## config.mk

```make
export PLATFORM = sky130hd
export DESIGN_NAME = sio_host
export DESIGN_NICKNAME = d
export VERILOG_FILES = /design/src/rtl/sio_pkg.sv /design/src/rtl/sio_host_rx.sv /design/src/rtl/sio_host.sv
export SDC_FILE = /design/constraint.sdc
export NUM_CORES = 1
export LEC_CHECK = 0
export ABC_AREA = 1
export BUFFER_PORTS_ARGS = -buffer_cell sky130_fd_sc_hd__buf_2
export CAP_MARGIN = 20
export CORE_MARGIN = 2
export CORE_UTILIZATION = 35
export CTS_CLUSTER_SIZE = 28
export DETAILED_ROUTE_END_ITERATION = 10
export PLACE_DENSITY = 0.61
export SYNTH_ARGS = -nofsm -noshare
export SYNTH_HDL_FRONTEND = slang
export SYNTH_SLANG_ARGS = --single-unit
export TNS_END_PERCENT = 5
```

## constraint.sdc

```tcl
create_clock -name clock -period 4.22 [get_ports clock]
set_clock_uncertainty 0.2 [all_clocks]
set_input_delay 0.844 -clock clock [delete_from_list [all_inputs] [get_ports clock]]
set_output_delay 0.844 -clock clock [all_outputs]
set_load 0.03 [all_outputs]
```

## src/rtl/sio_pkg.sv

```systemverilog
// Shared constants and types for the remote-IO serial link host.
package sio_pkg;

    localparam int FRAME_LEN   = 128;
    localparam int CMD_PAIRS   = 10;
    localparam int N_ADC_BYTES = 24;
    localparam int N_RX_BYTES  = 26;
    localparam int RX_PAIRS    = N_RX_BYTES * 4;

    localparam logic [3:0] NOP_ADDR_DEFAULT = 4'hF;
    localparam logic [3:0] ADDR_SYNC        = 4'd1;
    localparam logic [3:0] ADDR_SPI0        = 4'd2;
    localparam logic [3:0] ADDR_SPI1        = 4'd3;
    localparam logic [3:0] ADDR_CHERR       = 4'd6;

    typedef enum logic [1:0] {
        ST_BOOT,
        ST_ARM,
        ST_RUN,
        ST_IDLE
    } host_state_e;

    typedef struct packed {
        logic [3:0]  addr;
        logic [15:0] data;
    } cmd_word_t;

endpackage

```

## src/rtl/sio_host_rx.sv

```systemverilog
// Deserializes DDR bit pairs into bytes over the receive window of a frame.
module sio_host_rx
    import sio_pkg::*;
#(
    parameter int RX_OFFSET = 16
) (
    input  logic       clk_i,
    input  logic       rst_ni,
    input  logic       active_i,
    input  logic [6:0] fc_i,
    input  logic [1:0] sdio_di_i,
    output logic       byte_vld_o,
    output logic [4:0] byte_idx_o,
    output logic [7:0] byte_data_o
);

    localparam logic [7:0] OFFSET = 8'(RX_OFFSET);
    localparam logic [7:0] WINDOW = 8'(RX_PAIRS);

    logic [7:0] rel;
    logic       in_win;
    logic [5:0] sh_q;

    // Before the window the subtraction wraps high, so one compare bounds both ends.
    assign rel         = {1'b0, fc_i} - OFFSET;
    assign in_win      = active_i && (rel < WINDOW);
    assign byte_vld_o  = in_win && (rel[1:0] == 2'd3);
    assign byte_idx_o  = rel[6:2];
    assign byte_data_o = {sh_q, sdio_di_i};

    always_ff @(posedge clk_i) begin
        if (!rst_ni) begin
            sh_q <= '0;
        end else if (in_win && (rel[1:0] != 2'd3)) begin
            sh_q <= {sh_q[3:0], sdio_di_i};
        end
    end

endmodule

```

## src/rtl/sio_host.sv

```systemverilog
// Host master for the remote-IO link: sends one command per 128-cycle frame and
// collects the target's ADC bytes and register readback.
module sio_host
    import sio_pkg::*;
#(
    parameter int         RX_OFFSET = 16,
    parameter logic [3:0] NOP_ADDR  = NOP_ADDR_DEFAULT
) (
    input  logic        clock,
    input  logic        reset_n,
    input  logic        enable,
    input  logic        cmd_valid,
    output logic        cmd_ready,
    input  logic [3:0]  cmd_addr,
    input  logic [15:0] cmd_data,
    output logic        sdio_oe,
    output logic [1:0]  sdio_do,
    input  logic [1:0]  sdio_di,
    output logic        adc_valid,
    output logic [4:0]  adc_index,
    output logic [7:0]  adc_data,
    output logic        rsp_valid,
    output logic [3:0]  rsp_addr,
    output logic [15:0] rsp_data,
    output logic        link_error,
    output logic        frame_start
);

    localparam logic [6:0] FC_LAST = 7'(FRAME_LEN - 1);
    localparam logic [4:0] IDX_HI  = 5'(N_RX_BYTES - 2);
    localparam logic [4:0] IDX_LO  = 5'(N_RX_BYTES - 1);

    host_state_e state_q;
    logic [6:0]  fc_q;
    logic        cmd_ready_q, sdio_oe_q, frame_start_q;
    logic [1:0]  sdio_do_q;
    logic        tx_nop_q, pend_vld_q;
    logic [15:0] nop_q;
    logic [19:0] tx_sh_q;
    cmd_word_t   tx_word_q, pend_q;
    logic [7:0]  rb_hi_q;
    logic        adc_valid_q, rsp_valid_q, link_error_q;
    logic [4:0]  adc_index_q;
    logic [7:0]  adc_data_q;
    logic [3:0]  rsp_addr_q;
    logic [15:0] rsp_data_q;

    logic        accept, wrap, start, shift_en;
    logic [6:0]  fc_inc;
    cmd_word_t   frame_word_d;
    logic        frame_nop_d;
    logic        rx_vld;
    logic [4:0]  rx_idx;
    logic [7:0]  rx_data;
    logic [15:0] rb_word;

    assign accept   = cmd_ready_q && cmd_valid;
    assign fc_inc   = fc_q + 7'd1;
    assign wrap     = (state_q == ST_RUN) && (fc_q == FC_LAST);
    assign start    = (state_q == ST_ARM) || ((state_q == ST_IDLE) && enable) || (wrap && enable);
    assign shift_en = (state_q == ST_RUN) && !wrap && (fc_inc <= 7'(CMD_PAIRS));
    assign rb_word  = {rb_hi_q, rx_data};

    // A command accepted just before an idle period waits in pend_q for the next frame.
    always_comb begin
        frame_nop_d = 1'b0;
        if (accept) begin
            frame_word_d = '{addr: cmd_addr, data: cmd_data};
        end else if (pend_vld_q) begin
            frame_word_d = pend_q;
        end else begin
            frame_word_d = '{addr: NOP_ADDR, data: nop_q};
            frame_nop_d  = 1'b1;
        end
    end

    always_ff @(posedge clock) begin
        if (!reset_n) begin
            state_q       <= ST_BOOT;
            fc_q          <= '0;
            cmd_ready_q   <= 1'b0;
            sdio_oe_q     <= 1'b0;
            sdio_do_q     <= 2'b11;
            frame_start_q <= 1'b0;
            tx_nop_q      <= 1'b0;
            pend_vld_q    <= 1'b0;
            nop_q         <= '0;
        end else begin
            frame_start_q <= 1'b0;
            cmd_ready_q   <= 1'b0;
            if (accept && !start) begin
                pend_vld_q <= 1'b1;
            end
            if (start) begin
                state_q       <= ST_RUN;
                fc_q          <= '0;
                frame_start_q <= 1'b1;
                sdio_oe_q     <= 1'b1;
                sdio_do_q     <= 2'b00;
                tx_nop_q      <= frame_nop_d;
                pend_vld_q    <= 1'b0;
                if (frame_nop_d) begin
                    nop_q <= nop_q + 16'd1;
                end
            end else begin
                case (state_q)
                    ST_BOOT: begin
                        state_q     <= ST_ARM;
                        cmd_ready_q <= 1'b1;
                    end
                    ST_RUN: begin
                        if (wrap) begin
                            state_q   <= ST_IDLE;
                            fc_q      <= '0;
                            sdio_oe_q <= 1'b0;
                            sdio_do_q <= 2'b11;
                        end else begin
                            fc_q        <= fc_inc;
                            cmd_ready_q <= (fc_inc == FC_LAST);
                            if (shift_en) begin
                                sdio_do_q <= tx_sh_q[19:18];
                            end else begin
                                sdio_oe_q <= 1'b0;
                                sdio_do_q <= 2'b11;
                            end
                        end
                    end
                    default: ;
                endcase
            end
        end
    end

    always_ff @(posedge clock) begin
        if (start) begin
            tx_word_q <= frame_word_d;
            tx_sh_q   <= frame_word_d;
        end else if (shift_en) begin
            tx_sh_q <= {tx_sh_q[17:0], 2'b00};
        end
        if (accept && !start) begin
            pend_q <= '{addr: cmd_addr, data: cmd_data};
        end
        if (rx_vld && (rx_idx == IDX_HI)) begin
            rb_hi_q <= rx_data;
        end
    end

    sio_host_rx #(
        .RX_OFFSET(RX_OFFSET)
    ) u_rx (
        .clk_i      (clock),
        .rst_ni     (reset_n),
        .active_i   (state_q == ST_RUN),
        .fc_i       (fc_q),
        .sdio_di_i  (sdio_di),
        .byte_vld_o (rx_vld),
        .byte_idx_o (rx_idx),
        .byte_data_o(rx_data)
    );

    // tx_word_q/tx_nop_q still describe this frame even when rsp lands on the wrap edge.
    always_ff @(posedge clock) begin
        if (!reset_n) begin
            adc_valid_q  <= 1'b0;
            adc_index_q  <= '0;
            adc_data_q   <= '0;
            rsp_valid_q  <= 1'b0;
            rsp_addr_q   <= '0;
            rsp_data_q   <= '0;
            link_error_q <= 1'b0;
        end else begin
            adc_valid_q <= rx_vld && (rx_idx < 5'(N_ADC_BYTES));
            rsp_valid_q <= rx_vld && (rx_idx == IDX_LO);
            if (rx_vld && (rx_idx < 5'(N_ADC_BYTES))) begin
                adc_index_q <= rx_idx;
                adc_data_q  <= rx_data;
            end
            if (rx_vld && (rx_idx == IDX_LO)) begin
                rsp_addr_q <= tx_word_q.addr;
                rsp_data_q <= rb_word;
                if (tx_nop_q && (rb_word != tx_word_q.data)) begin
                    link_error_q <= 1'b1;
                end
            end
        end
    end

    assign cmd_ready   = cmd_ready_q;
    assign sdio_oe     = sdio_oe_q;
    assign sdio_do     = sdio_do_q;
    assign frame_start = frame_start_q;
    assign adc_valid   = adc_valid_q;
    assign adc_index   = adc_index_q;
    assign adc_data    = adc_data_q;
    assign rsp_valid   = rsp_valid_q;
    assign rsp_addr    = rsp_addr_q;
    assign rsp_data    = rsp_data_q;
    assign link_error  = link_error_q;

endmodule
```

## Word level (Yosys, flattened, before mapping)

Cells that the tools add are included.
Widths: inputs -> output; s select.

- Bits of input ports: 26
- Word-level logic and storage cells: 94
- Register bits after elaboration: 142
- Output and inout port bits: 41

- Add/subtract/negate cells: 3
- Magnitude comparators: 3
- Bitwise operators: 1
- Reduce and logical (&&, ||, !) cells: 29
- Multiplexer cells: 21
- Equal/unequal tests: 13

Operators with widths:

| cell | number |
|---|---|
| $mux 20 | 4 |
| $add 16x1->16 const B | 1 |
| $ne 16x16->1 | 1 |
| $eq 7x7->1 const B | 2 |
| $logic_and 1x1->1 | 14 |
| $mux 2 | 6 |
| $eq 5x5->1 const B | 2 |
| $reduce_and 2->1 | 5 |
| $lt 8x7->1 const B | 1 |
| $mux 1 | 8 |
| $sub 7x5->8 const B | 1 |
| $add 7x1->7 const B | 1 |
| $le 7x4->1 const B | 1 |
| $mux 7 | 1 |
| $eq 2x2->1 const B | 3 |
| $ne 3x3->1 const B | 2 |
| $reduce_bool 2->1 | 3 |
| $lt 5x5->1 const B | 1 |
| $ne 2x2->1 const B | 2 |
| $pmux 2 s2 | 1 |
| $reduce_bool 3->1 | 1 |
| $eq 2x1->1 const B | 1 |
| $logic_not 1->1 | 2 |
| $logic_not 2->1 | 1 |
| 4 further kinds | 5 |

## Depth between registers and ports, before layout

- Depth after elaboration: 9
- Depth in mapped cells: 12
- Gate-level depth less buffers: 11

## Hierarchy

A second synthesis with hierarchy kept.

- Cells, all modules: 769
- Area total of the unflattened synthesis: 6374.9 sq um

Modules (own cells, without submodules):

| module | area an instance (sq um) | cells an instance | sequential area each (sq um) | instances |
|---|---|---|---|---|
| sio_host | 5910.7 | 700 | 3403.3 | 1 |
| sio_host_rx | 464.2 | 69 | 120.1 | 1 |

## Worst setup path after synthesis

No wires, ideal clock.

- Path kind: in2reg
- Start point: input port enable
- End point: register pend_q[0] (netlist bit), enable pin
- Data required time: 3.623 ns
- Cell stages on the path: 6
- Slack: 1.231 ns
- Buffers on the path: 1
- Arrival time: 2.392 ns
- Setup time: 0.397 ns
- Cell sequence: nor2_1 > nor2_1 > nand2_4 > inv_1 > buf_2 > nor2_1

- Cells in the longest elaborated chain, start to end: 5
- Elaborated cells on any way between the ends: 6
- Classes of those cells: reduce/logical (6)

Ends and longest elaborated chain:

| element | line | RTL |
|---|---|---|
| start: declaration | sio_host.sv:11 | `input logic enable,` |
| $logic_and 1x1->1 | sio_host.sv:60 | `assign start = (state_q == ST_ARM) \|\| ((state_q == ST_IDLE) && enable) \|\| (wrap && enable);` |
| $logic_or 1x1->1 | sio_host.sv:60 |  |
| $logic_or 1x1->1 * | sio_host.sv:60 |  |
| net start | sio_host.sv:48 | `logic accept, wrap, start, shift_en;` |
| $logic_not 1->1 * | sio_host.sv:141 | `if (accept && !start) begin` |
| $logic_and 1x1->1 * | sio_host.sv:141 |  |
| end signal: assignment | sio_host.sv:142 | `pend_q <= '{addr: cmd_addr, data: cmd_data};` |
| end: declaration | sio_host.sv:40 | `cmd_word_t tx_word_q, pend_q;` |

Mark *: on every way through the listed nets, which the timed path passes. The rest lies on a longest branch.
A chain may end at the register's enable or synchronous reset.

## Final worst setup path

- Start point: register fc_q[4]
- End point: register rsp_data_q[9], in the netlist rsp_data[9]

- Cells in the longest elaborated chain, start to end: 5
- Elaborated cells on any way between the ends: 6
- Classes of those cells: add/sub (1); order compare (1); eq/ne (1); reduce/logical (3)

Ends and longest elaborated chain:

| element | line | RTL |
|---|---|---|
| start: declaration | sio_host.sv:34 | `logic [6:0] fc_q;` |
| start signal: assignment | sio_host.sv:118 | `fc_q <= fc_inc;` |
| $sub 7x5->8 * | sio_host_rx.sv:25 | `assign rel = {1'b0, fc_i} - OFFSET;` |
| net rx_idx[2] | sio_host.sv:53 | `logic [4:0] rx_idx;` |
| $lt 8x7->1 | sio_host_rx.sv:26 | `assign in_win = active_i && (rel < WINDOW);` |
| $logic_and 1x1->1 | sio_host_rx.sv:26 |  |
| $logic_and 1x1->1 | sio_host_rx.sv:27 | `assign byte_vld_o = in_win && (rel[1:0] == 2'd3);` |
| $logic_and 1x1->1 * | sio_host.sv:179 | `if (rx_vld && (rx_idx == IDX_LO)) begin` |
| end signal: assignment | sio_host.sv:181 | `rsp_data_q <= rb_word;` |
| end: declaration | sio_host.sv:46 | `logic [15:0] rsp_data_q;` |

Marked as above.

==> impl_metrics.py <==
metrics = {
    "routing": {
        "drtPass1Iterations": 5,
        "num_vias": 4979,
        "drt_wl_total_mm": 14.62,
        "wl_per_cell_microns": 13.84,
        "drtIter0Drc": 358,
        "ant_nets": 0,
        "drc_errors": 0,
        "via_per_inst": 4.715,
    },
    "global_route": {
        "grt_pass1_vias": 4724,
        "use_met2": 0.2607,
        "grt.met1_usage": 0.2226,
        "busiest_layer": "met2",
        "overflow": 0,
        "antenna_found_initial": 0,
        "grt_usage": 0.1651,
        "grt_first_pass_wirelength_mm": 24.03,
        "grt.met3_usage": 0.03801,
        "grt_max_degree": 39,
    },
    "sta": {
        "finalCriticalPeriod_ns": 2.602,
        "grt_setup_unrepaired": "no",
        "maxSlewHeadroom": 0.4498,
        "finalHoldViolations": 0,
        "max_freq_mhz": 384.3,
        "setup_violations": 0,
        "drv_slew": 0,
        "fin_crit_sh": 0.6166,
        "worst_pin_slew_ns": 0.8233,
        "tns_ns": 0,
    },
    "synth": {
        "synth_top_cell_by_area": "edfxtp_1",
        "synth_edf_count": 68,
        "synth.area.top_cells": "edfxtp_1, dfxtp_1, nand2_1",
        "syn-num-nets": 789,
        "synth_cells": 757,
        "synth_top_area_frac": 0.3251,
        "synthesis.area_sq_um": 6281,
        "yosysWarnings": 0,
        "synth_cell_types": 32,
        "ys_ff_latch": 142,
        "synthFlopType": "dfxtp_1",
        "ys_seq_area_frac": 0.5610,
        "synth.avg_cell_area_sq_um": 8.297,
        "synthArstFlopShare": 0,
    },
    "layout": {
        "area_growth_pct": 18.07,
        "nets": 850,
        "final_cells": 1056,
        "antenna_cells": 0,
        "drive_gt1_frac": 0.1432,
    },
    "critical_path": {
        "cp.required_ns": 4.32,
        "rr_worst_depth": 11,
        "r2r_end": "rsp_data[9]$_SDFFE_PN0P_",
        "r2r_slack_ns": 1.62,
        "cp-start-kind": "flop",
        "path_max_fanout": 25,
        "cp.arrival_ns": 2.71,
        "r2r_start": "fc_q[4]$_SDFFE_PP0P_",
        "worstSetupPathType": "flop to flop",
        "endpoint_kind": "flop",
    },
    "hold_path": {
        "hold_end": "adc_index[1]$_SDFFE_PN0P_",
        "hold_start": "adc_index[1]$_SDFFE_PN0P_",
        "min_path_type": "flop to flop",
        "hold_depth": 2,
    },
    "power": {
        "p_per_area_nw_per_um2": 459.7,
        "leakagePower_nw": 3.083,
        "peakVddDrop_uv": 302.6,
    },
    "clock_network": {
        "htree_levels": 4,
        "cts_tree": "built",
        "clock_latency_ns": 0.42,
        "cts_hold_buf": 0,
        "cts_resized": 0,
        "clkSinkCount": 142,
        "clk_pin_slew_ns": 0.06,
        "clockBufferDepth": 2,
        "cts-root-buf": "clkbuf_16",
        "cts_buffers": 17,
        "post_cts.repair.setup_buffers": 0,
    },
    "place": {
        "dp_cells": 1024,
        "place_hpwl_mm": 10.21,
        "port_buffers": 66,
        "place_congestion": 0.8213,
    },
    "floorplan": {
        "pin_count": 67,
        "die_w_microns": 138.0,
        "fp.dieH_microns": 138.0,
        "coreArea_sq_um": 17420,
        "rows": 48,
        "dieArea_sq_um": 19030,
        "initial_core_util": 0.3606,
    },
    "flow_run": {
        "max_cap_viol_count": 0,
    },
    "status": {
        "run_status": "completed",
    },
}
[metrics by stage]
stage / hold WS [ns] / util / setup slack, ns / area, sq um / power [mW]
2_1_floorplan: 0.2345 / - / 1.231 / 6281 / 1.797
3_3_place_gp: 0.2470 / 0.3899 / 1.487 / 6792 / 1.884
3_5_place_dp: 0.2515 / 0.3899 / 1.458 / 6792 / 1.886
4_1_cts: 0.2594 / 0.4258 / 1.599 / 7416 / 3.448
5_1_grt: 0.2846 / 0.4258 / 1.312 / 7416 / 3.553
6_report: 0.2578 / 0.4258 / 1.618 / 7416 / 3.409
[sequential cells by signal, summed over array words and instances (netlist names), 2 cells and up]
name       flops
rsp_addr       4
u_rx.sh_q      6
pend_q        20
nop_q         16
rsp_data      16
fc_q           7
adc_index      5
adc_data       8
sdio_do        2
tx_word_q     20
state_q        2
rb_hi_q        8
tx_sh_q       20
[cells in the mapped netlist, types with 2 or more instances]
| cell | n |
|---|---|
| nand2_1 | 227 |
| ha_1 | 6 |
| o21bai_1 | 2 |
| dfxtp_1 | 74 |
| o211ai_1 | 2 |
| nor2_1 | 97 |
| buf_4 | 2 |
| nor3_1 | 5 |
| edfxtp_1 | 68 |
| nand3_1 | 31 |
| inv_2 | 3 |
| nand4_1 | 5 |
| nor2_8 | 2 |
| o21ai_0 | 37 |
| buf_2 | 12 |
| nand2_2 | 5 |
| a31oi_1 | 18 |
| buf_6 | 2 |
| clkbuf_1 | 15 |
| inv_1 | 73 |
| a21oi_1 | 51 |
| nor2_2 | 3 |
| a22oi_1 | 2 |
| xor2_1 | 7 |
[how the worst max path moves through the flow]
| stage | start | endpoint | slack [ns] | cells after the start |
|---|---|---|---|---|
| floorplan | enable | pend_q[0]$_DFFE_PP_ | 1.23 | 6 |
| global placement | cmd_valid | nop_q[1]$_SDFFE_PN0P_ | 1.49 | 10 |
| detailed placement | cmd_valid | nop_q[1]$_SDFFE_PN0P_ | 1.46 | 10 |
| CTS | fc_q[4]$_SDFFE_PP0P_ | rsp_data[9]$_SDFFE_PN0P_ | 1.60 | 11 |
| global route | fc_q[4]$_SDFFE_PP0P_ | rsp_data[9]$_SDFFE_PN0P_ | 1.31 | 11 |
| finish | fc_q[4]$_SDFFE_PP0P_ | rsp_data[9]$_SDFFE_PN0P_ | 1.62 | 11 |
[where the power goes]
group	switching (mW)	total, mW	internal (mW)
clock network	0.561	1.55	0.991
registers	0.0353	1.58	1.54
logic	0.200	0.278	0.0781
[per-layer routing]
| metal | wire, microns | part of all wire |
|---|---|---|
| met1 | 7203 | 0.49 |
| met2 | 6553 | 0.45 |
| met3 | 678 | 0.046 |
| met4 | 183 | 0.013 |
| met5 | 0 | 0 |
[worst max-delay path, cell delays in order, from the launching register on]
cell	delay, ns
dfxtp_1	0.43
inv_1	0.12
ha_1	0.23
inv_1	0.07
nand2_1	0.06
nand2_1	0.13
nand3_1	0.14
nor2_2	0.30
buf_4	0.31
inv_1	0.24
nor2_1	0.19
nor2_1	0.06
[cells in the final DEF, fill, tap and decap left out]
cell type	Yosys	final
nand4_1	5	5
clkbuf_8	0	3
xnor2_1	1	1
o21ai_0	37	37
a31oi_1	18	18
buf_4	2	7
inv_6	0	1
ha_1	6	6
nand2_4	1	1
or2_2	1	1
a22oi_1	2	2
nor2_1	97	97
dfxtp_1	74	74
nand2_2	5	5
o22ai_2	1	1
nor3_1	5	5
xor2_1	7	7
o21bai_1	2	2
o22ai_1	1	1
clkbuf_1	15	3
clkbuf_16	0	19
nand2_1	227	227
nor2_2	3	3
bufinv_16	0	2
nor4_1	1	1
nor2_4	1	1
o211ai_1	2	2
inv_2	3	3
clkinv_2	0	2
inv_1	73	73
a21oi_1	51	51
clkinv_4	0	2
nand3_1	31	31
clkinv_1	1	1
edfxtp_1	68	68
nor2_8	2	2
buf_2	12	66
[final cells by class]
type | count | area [sq um]
Clock inverter | 7 | 96.34
Clock buffer | 25 | 528.0
Sequential cell | 142 | 3523
Inverter | 77 | 289.0
Tap cell | 225 | 281.5
Multi-Input combinational cell | 507 | 2315
Timing Repair Buffer | 73 | 382.9
Fill cell | 1725 | 10000
[cell families (layout without fill, tap and decap cells)]
family                   after synthesis  in the layout  synth area share
adder cells (fa/ha/maj)                6              6           0.01195
AND/OR/NAND/NOR                      379            379            0.2472
AO/OA/AOI/OAI                        114            114           0.09821
flip-flops                           142            142            0.5610
XOR/XNOR                               8              8           0.01116
buffers and inverters                108            182           0.07052
Note: power is estimated with default switching activity, not from simulation.
